<file path="src/rtl/uart_tx_fifo_feeder.sv">
// ---------------------------------------------------------------------------
// uart_tx_fifo_feeder
//
// Purpose:
//   Byte FIFO plus a small transmit sequencer that sits directly in front of
//   a UART transmitter. Bursts of single-cycle byte strobes are absorbed into
//   the FIFO. The bytes are then handed to UART_TX one at a time through its
//   DV / Active / Done handshake.
//
// Ports:
//   CLK          system clock; all logic on the rising edge
//   RST          synchronous, active-high reset
//   i_Wr_DV      single-cycle push strobe
//   i_Wr_Byte    byte to push, sampled when i_Wr_DV=1
//   o_TX_DV      single-cycle strobe to UART_TX i_TX_DV
//   o_TX_Byte    byte to UART_TX; held until the next strobe
//   i_TX_Active  UART_TX o_TX_Active
//   i_TX_Done    UART_TX o_TX_Done (one-cycle pulse)
//   o_Count      occupancy, 0..DEPTH
//   o_Empty      o_Count == 0
//   o_Full       o_Count == DEPTH
//   o_Overflow   sticky flag: a write was dropped; cleared only by RST
//
// Optional feature (macro UART_TX_FIFO_CRLF_EN):
//   When it is defined, every transmitted 0x0D is followed automatically by a
//   0x0A. The inserted 0x0A does not occupy a FIFO entry. When it is not
//   defined, 0x0D is sent like any other byte.
// ---------------------------------------------------------------------------
module uart_tx_fifo_feeder #(
    parameter int ADDR_WIDTH = 4,
    parameter int DATA_WIDTH = 8
) (
    input  logic                  CLK,
    input  logic                  RST,
    input  logic                  i_Wr_DV,
    input  logic [DATA_WIDTH-1:0] i_Wr_Byte,
    output logic                  o_TX_DV,
    output logic [DATA_WIDTH-1:0] o_TX_Byte,
    input  logic                  i_TX_Active,
    input  logic                  i_TX_Done,
    output logic [ADDR_WIDTH:0]   o_Count,
    output logic                  o_Empty,
    output logic                  o_Full,
    output logic                  o_Overflow
);

    localparam int DEPTH = 2 ** ADDR_WIDTH;
    localparam logic [ADDR_WIDTH:0] DEPTH_CNT = {1'b1, {ADDR_WIDTH{1'b0}}};
`ifdef UART_TX_FIFO_CRLF_EN
    localparam logic [DATA_WIDTH-1:0] CR_BYTE = DATA_WIDTH'(8'h0D);
    localparam logic [DATA_WIDTH-1:0] LF_BYTE = DATA_WIDTH'(8'h0A);
`endif

    // SEND is the single cycle in which the strobe is presented. BUSY then
    // waits for Done, and o_TX_DV stays low for the whole of BUSY.
`ifdef UART_TX_FIFO_CRLF_EN
    typedef enum logic [1:0] {ST_IDLE, ST_SEND, ST_BUSY, ST_LF} state_t;
`else
    typedef enum logic [1:0] {ST_IDLE, ST_SEND, ST_BUSY} state_t;
`endif

    state_t                  state_q, state_d;
    logic [ADDR_WIDTH-1:0]   wr_ptr_q, wr_ptr_d;
    logic [ADDR_WIDTH-1:0]   rd_ptr_q, rd_ptr_d;
    logic [ADDR_WIDTH:0]     count_q, count_d;
    logic                    overflow_q, overflow_d;
    logic [DATA_WIDTH-1:0]   tx_byte_q, tx_byte_d;

    logic                    pop;
    logic                    lf_load;
    logic                    full;
    logic                    wr_acc;
    logic                    wr_drop;
    logic [DATA_WIDTH-1:0]   mem_rd_data;

    logic [DATA_WIDTH-1:0]   mem [DEPTH];

    // -----------------------------------------------------------------------
    // Storage. The array is not reset. Old contents become unreachable once
    // the pointers clear.
    // -----------------------------------------------------------------------
    always_ff @(posedge CLK) begin
        if (!RST && wr_acc) begin
            mem[wr_ptr_q] <= i_Wr_Byte;
        end
    end

    // The head read is only used on a pop. tx_byte_q registers it. At full,
    // the write and read addresses coincide. The pop still gets the old head
    // because the array write only takes effect after this edge.
    assign mem_rd_data = mem[rd_ptr_q];

    // -----------------------------------------------------------------------
    // FSM process 1: state register
    // -----------------------------------------------------------------------
    always_ff @(posedge CLK) begin
        if (RST) begin
            state_q <= ST_IDLE;
        end else begin
            state_q <= state_d;
        end
    end

    // -----------------------------------------------------------------------
    // FSM process 2: next state and pop decision.
    // The pop looks only at the registered count. A byte written this cycle
    // therefore cannot leave in the same cycle.
    // -----------------------------------------------------------------------
    always_comb begin
        state_d = state_q;
        pop     = 1'b0;
        lf_load = 1'b0;
        case (state_q)
            ST_IDLE: begin
                if ((count_q != '0) && !i_TX_Active) begin
                    pop     = 1'b1;
                    state_d = ST_SEND;
                end
            end
            ST_SEND: begin
                state_d = ST_BUSY;
            end
            ST_BUSY: begin
                if (i_TX_Done) begin
`ifdef UART_TX_FIFO_CRLF_EN
                    state_d = (tx_byte_q == CR_BYTE) ? ST_LF : ST_IDLE;
`else
                    state_d = ST_IDLE;
`endif
                end
            end
`ifdef UART_TX_FIFO_CRLF_EN
            ST_LF: begin
                // Wait for the transmitter to go idle before sending the LF.
                if (!i_TX_Active) begin
                    lf_load = 1'b1;
                    state_d = ST_SEND;
                end
            end
`endif
            default: begin
                state_d = ST_IDLE;
            end
        endcase
    end

    // -----------------------------------------------------------------------
    // FSM process 3: outputs
    // -----------------------------------------------------------------------
    always_comb begin
        o_TX_DV = (state_q == ST_SEND);
    end

    // -----------------------------------------------------------------------
    // FIFO datapath
    // -----------------------------------------------------------------------
    assign full = (count_q == DEPTH_CNT);

    always_comb begin
        // A write into a full FIFO is allowed only when a pop frees a slot in
        // the same cycle.
        wr_acc  = i_Wr_DV && (!full || pop);
        wr_drop = i_Wr_DV && full && !pop;

        wr_ptr_d = wr_acc ? (wr_ptr_q + 1'b1) : wr_ptr_q;
        rd_ptr_d = pop    ? (rd_ptr_q + 1'b1) : rd_ptr_q;

        count_d = count_q;
        case ({wr_acc, pop})
            2'b10:   count_d = count_q + 1'b1;
            2'b01:   count_d = count_q - 1'b1;
            default: count_d = count_q;
        endcase

        overflow_d = overflow_q | wr_drop;

        tx_byte_d = tx_byte_q;
        if (pop) begin
            tx_byte_d = mem_rd_data;
        end
`ifdef UART_TX_FIFO_CRLF_EN
        else if (lf_load) begin
            tx_byte_d = LF_BYTE;
        end
`endif
    end

    always_ff @(posedge CLK) begin
        if (RST) begin
            wr_ptr_q   <= '0;
            rd_ptr_q   <= '0;
            count_q    <= '0;
            overflow_q <= 1'b0;
            tx_byte_q  <= '0;
        end else begin
            wr_ptr_q   <= wr_ptr_d;
            rd_ptr_q   <= rd_ptr_d;
            count_q    <= count_d;
            overflow_q <= overflow_d;
            tx_byte_q  <= tx_byte_d;
        end
    end

    assign o_TX_Byte  = tx_byte_q;
    assign o_Count    = count_q;
    assign o_Empty    = (count_q == '0);
    assign o_Full     = full;
    assign o_Overflow = overflow_q;

    // In the default build, lf_load is never set. It is tied off here so that
    // both builds use the same datapath signal list.
`ifndef UART_TX_FIFO_CRLF_EN
    logic unused_lf;
    assign unused_lf = lf_load;
`endif

endmodule
</file>
<file path="config.mk">
export PLATFORM = sky130hd
export DESIGN_NAME = uart_tx_fifo_feeder
export DESIGN_NICKNAME = d
export VERILOG_FILES = /design/src/rtl/uart_tx_fifo_feeder.sv
export SDC_FILE = /design/constraint.sdc
export NUM_CORES = 1
export LEC_CHECK = 0
export ABC_AREA = 1
export BUFFER_PORTS_ARGS = -buffer_cell sky130_fd_sc_hd__buf_4
export CORE_ASPECT_RATIO = 0.6
export CORE_MARGIN = 4
export CORE_UTILIZATION = 30
export DETAILED_ROUTE_END_ITERATION = 12
export GPL_ROUTABILITY_DRIVEN = 0
export PLACE_DENSITY = 0.46
export SETUP_SLACK_MARGIN = 0.1
export SYNTH_ARGS = -nofsm -noshare
export SYNTH_HDL_FRONTEND = slang
export SYNTH_SLANG_ARGS = --single-unit
</file>
<file path="constraint.sdc">
create_clock -name CLK -period 3.64 [get_ports CLK]
set_input_delay 0.182 -clock CLK [delete_from_list [all_inputs] [get_ports CLK]]
set_output_delay 0.182 -clock CLK [all_outputs]
set_load 0.1 [all_outputs]
</file>
## Word-level counts from Yosys, hierarchy flattened

Memory sizes are Yosys's and may differ from the RTL's. A register that Yosys moved wholly into a read port is not among the register bits.
Cells that the tools add are included.

- Output and inout port bits: 17
- Memories: 1
- Bits in registers: 16
- Word-level logic and storage cells: 41
- Bits in writable memories: 128
- Bits of input ports: 13

- Multiplexer cells: 8
- Bitwise gates (word level): 1
- Add/subtract/negate cells: 4
- Equal/unequal tests: 7
- Reduce and logical (&&, ||, !) cells: 15

Memories:

| name | depth | bits a word | read ports | clocked after memory_dff | write ports | RTL line | source |
|---|---|---|---|---|---|---|---|
| mem | 16 | 8 | 1 | 1 | 1 | 76 | `logic [DATA_WIDTH-1:0] mem [DEPTH];` |

Operator list:

| operator | number |
|---|---|
| case mux 5 bit (2 select lines) | 1 |
| adder 4 x 1 -> 4 bit (second input constant) | 2 |
| case mux 2 bit (3 select lines) | 1 |
| adder 5 x 1 -> 5 bit (second input constant) | 1 |
| == test 5 bit (second input constant) | 1 |
| logical AND 1 bit | 5 |
| logical NOT 5 bit | 1 |
| nonzero test 5 bit | 1 |
| subtractor 5 x 1 -> 5 bit (second input constant) | 1 |
| == test 2 x 1 -> 1 bit (second input constant) | 2 |
| == test 2 bit (second input constant) | 2 |
| logical NOT 1 bit | 4 |
| two-way mux 1 bit | 4 |
| two-way mux 2 bit | 2 |
| inequality test 2 bit (second input constant) | 2 |
| logical NOT 2 bit | 1 |
| AND reduction 2 bit | 1 |
| nonzero test 2 bit | 1 |
| logical OR 1 bit | 1 |
| bitwise OR 1 bit | 1 |

## Depth between registers and ports, before layout

- Depth in word-level cells: 9
- Depth in mapped cells: 16
- Mapped depth without buffers: 16

## Worst setup path after synthesis

OpenSTA, ideal clock, no wires.

- Kind: register to register
- Start: reg count_q[0], in the netlist o_Count[0]
- End: mem mem[3][0], enable pin
- Data required time: 3.270 ns
- Path buffers: 0
- Period minus slack after synthesis: 2.904 ns
- Arrival time: 2.534 ns
- Cell stages (with the launch flop): 9
- Setup slack: 0.736 ns
- Setup time: 0.370 ns
- Path through: dfxtp_1 nor2_4 nand3_1 inv_1 nand2_1 nand2_2 inv_2 nand2_1 nor2_1

- Elaborated cells on any way between the ends: 11
- Classes of those cells: eq/ne: 1; mux: 4; reduce/logical: 6

RTL lines:

| what | RTL line | source |
|---|---|---|
| start: declaration | 65 | `logic [ADDR_WIDTH:0] count_q, count_d;` |
| start signal: assignment | 198 | `count_q <= count_d;` |
| == test 5 bit | 157 | `assign full = (count_q == DEPTH_CNT);` |
| named net o_Full | 43 | `output logic o_Full,` |
| logical NOT 1 bit | 162 | `wr_acc = i_Wr_DV && (!full \|\| pop);` |
| logical OR 1 bit | 162 |  |
| logical AND 1 bit | 162 |  |
| logical AND 1 bit | 83 | `if (!RST && wr_acc) begin` |
| two-way mux 1 bit | 83 |  |
| two-way mux 1 bit (implied by the code) | 84 | `mem[wr_ptr_q] <= i_Wr_Byte;` |
| end: declaration | 76 |  |

The timed path passes the listed nets, and every way through them passes these cells.

## Worst setup path after layout

- Start: in RST
- End: mem mem[14][3], enable pin

- Word-level cells in the longest chain between the ends: 4

Ends and longest elaborated chain:

| what | RTL line | source |
|---|---|---|
| start: declaration | 34 | `input logic RST,` |
| logical NOT 1 bit | 83 |  |
| logical AND 1 bit | 83 |  |
| two-way mux 1 bit | 83 |  |
| two-way mux 1 bit (implied by the code) | 84 |  |

No other way between the ends.

==> results.yml <==
outcome:
  status: "finished clean"
sta:
  hold_violations: 0
  rsz0062_at_grt: "no"
  clock.fmax_ghz: 0.4102
  finalCritPeriodShare_pct: 66.98
  drv_slew: 0
  tns_ns: 0
  worstMarginPinSlew_ns: 0.8870
  fin_worst_skew_ns: 0.01289
  relSlewSlack_pct: 40.65
  period_minus_slack_ns: 2.438
  setup_viol: 0
routing:
  drc: 0
  drt-vias-per-instance: 5.026
  wl_met3_mm: 1.178
  routedWlPerCell_um: 21.00
  routed_wl_mm: 17.56
  drt-met1-wl_mm: 9.520
  vias: 4202
  final_antenna_net_count: 0
  dr.max_layer_used: "met4"
  wl_met2_mm: 6.694
  drt-pass1-iter-count: 5
  drt-initial-drc-count: 379
pwr:
  vdd_ir_drop_max_mv: 0.3932
  total_power_uw: 5709
  p_clk_share_pct: 33.8
  netSwitchingFraction_pct: 37.30
  power.density_mw_per_mm2: 778.7
  p_leak_uw: 0.002539
  power_switching_uw: 2130
  power_frac_seq_pct: 35.8
  p_int_uw: 3579
  power_frac_comb_pct: 30.4
worst_hold_path:
  hold_class: "in -> reg"
  hold_path_depth: 3
  min_from: "i_Wr_DV"
global_routing:
  grt_pass1_wl_mm: 26.29
  overflow: 0
  grt.total_usage_pct: 15.30
  antenna_found_initial: 1
  grt_max_degree: 67
  grt_pass1_vias: 3985
critical_path:
  cp-startpoint: "RST"
  required_ns: 3.68
  critical_path.max_fanout: 24
  path_class: "in -> reg"
  reg2regPathDepth: 8
  crit_arrival_ns: 2.48
  r2r-start: "o_Count[0]"
  start_kind: "input port"
  critPathCaptureType: "flop"
logic_synthesis:
  yosysSeqAreaShare_pct: 69.20
  synth_edf_count: 128
  avgSynthCellArea_um2: 11.92
  async_flop_share_pct: 0
  synth_nets: 544
  ys_warn_count: 0
  ys_seq_elements: 152
  synthCells: 524
  syn_area_mm2: 0.006248
  synth_flop_cell: "edfxtp_1"
  synth_cell_type_count: 33
die:
  die_area_mm2: 0.02328
  pin_count: 30
  core_mm2: 0.02022
  initial_utilization_pct: 30.90
  die_y_um: 119.8
  rows: 40
  dieWidth_um: 194.3
final_layout:
  nets: 570
  insertedDiodeCount: 0
  fillers: 1979
  layout_commonest_cell: "edfxtp_1"
  area.growth.synth_to_final_pct: 17.32
  drive_gt1_share_pct: 13.68
  final_cell_mix: "edfxtp_1 (128), nor2_1 (102), o21ai_0 (64), buf_4 (33), inv_1 (28)"
  multi_input_area_mm2: 0.001637
  regArea_mm2: 0.004325
placement:
  hpwl_mm: 11.48
  portBuffers: 29
clocking:
  cts.path.max_buffers: 2
  cts_htree_levels: 4
  cts_num_sinks: 152
  numCtsBuffers: 17
  cts-root-buf: "clkbuf_16"
  cts_resized: 0
  cts.clk_slew.worst_paths_ns: 0.07
  insertion_delay_ns: 0.42
  cts_tree: "done"
job:
  maxCapViolCount: 0
Yosys cell counts (2+ instances only):
cell | number | area (um2)
nand3_1 | 26 | 130.1
nand4_1 | 2 | 12.51
clkinv_1 | 3 | 11.26
buf_4 | 2 | 15.01
a31oi_1 | 2 | 12.51
ha_1 | 7 | 87.58
o21ai_0 | 64 | 320.3
o211ai_1 | 27 | 202.7
nor2_1 | 102 | 382.9
inv_2 | 5 | 18.77
o221ai_1 | 14 | 122.6
nor2_4 | 2 | 22.52
o21ai_1 | 10 | 50.05
nand2_2 | 3 | 18.77
dfxtp_1 | 24 | 480.5
a21oi_1 | 8 | 40.04
clkbuf_1 | 15 | 56.30
buf_6 | 5 | 56.30
nand2_1 | 24 | 90.09
edfxtp_1 | 128 | 3844
buf_2 | 5 | 25.02
o22ai_1 | 8 | 50.05
inv_1 | 28 | 105.1
state kept, by name (all words and copies together) (netlist names):
register and count:
mem 128, o_TX_Byte 8, o_Count 5, rd_ptr_q 4, wr_ptr_q 4, state_q 2, o_Overflow 1
per-layer routing:
metal | up-vias | track usage [%]
met5 | - | 0
met4 | 0 | 4.083
met3 | 15 | 4.405
met2 | 132 | 18.89
met1 | 2095 | 25.14
li1 | 1960 | -
worst max-delay path: stages:
cell	delay [ns]
dlygate4sd3_1	0.54
buf_4	0.16
inv_1	0.57
nand3_1	0.27
nor2_1	0.75
final cells by class:
type	count	share of cell area, %
clock buffer	20	5.957
clock inverter	12	2.697
inverter	36	1.843
multi-input combinational	309	22.32
sequential	152	59.00
tap	273	4.660
timing repair buffer	34	3.516
power by group through the flow:
stage / Combinational (uW) / Clock (uW) / Sequential (uW)
global route: 1870 / 2040 / 2050
CTS: 1730 / 1950 / 2040
detailed placement: 1730 / 0 / 2080
floorplan: 871 / 0 / 2460
finish: 1740 / 1930 / 2040
global placement: 1730 / 0 / 2080
final timing paths:
path / end / slack (ns)
min reg2reg: o_Overflow / 0.49
max reg2reg: mem[14][3] / 1.41
min: o_Overflow / 0.04
max: mem[14][3] / 1.20
cell families (layout without fill, tap and decap cells):
logic type	count (synthesis)	after routing	share of synthesized area, %
XOR/XNOR	1	1	0.1402
buffers and inverters	63	102	4.605
AO/OA/AOI/OAI	135	135	13.10
flip-flops	152	152	69.20
adder cells (fa/ha/maj)	7	7	1.402
AND/OR/NAND/NOR	166	166	11.55
timing repair:
item	in CTS	in global routing
setup buffers	0	0
hold buffers	1	0
endpoints found under the hold margin	4	0
through the flow:
step                      hold WS [ns]  worst slack [ns]  util [%]  instances  cell area (um2)
after CTS                      0.02537             1.228     36.26        836             7331
after floorplan                 0.2544            0.7356         -        524             6248
after detailed placement        0.3981             1.328     33.07        803             6686
after global placement          0.3917             1.411     33.07        803             6686
final                          0.04030             1.202     36.26        836             7331
after global routing           0.07866            0.9623     36.26        836             7331
Power figures use the tool's default switching activity.
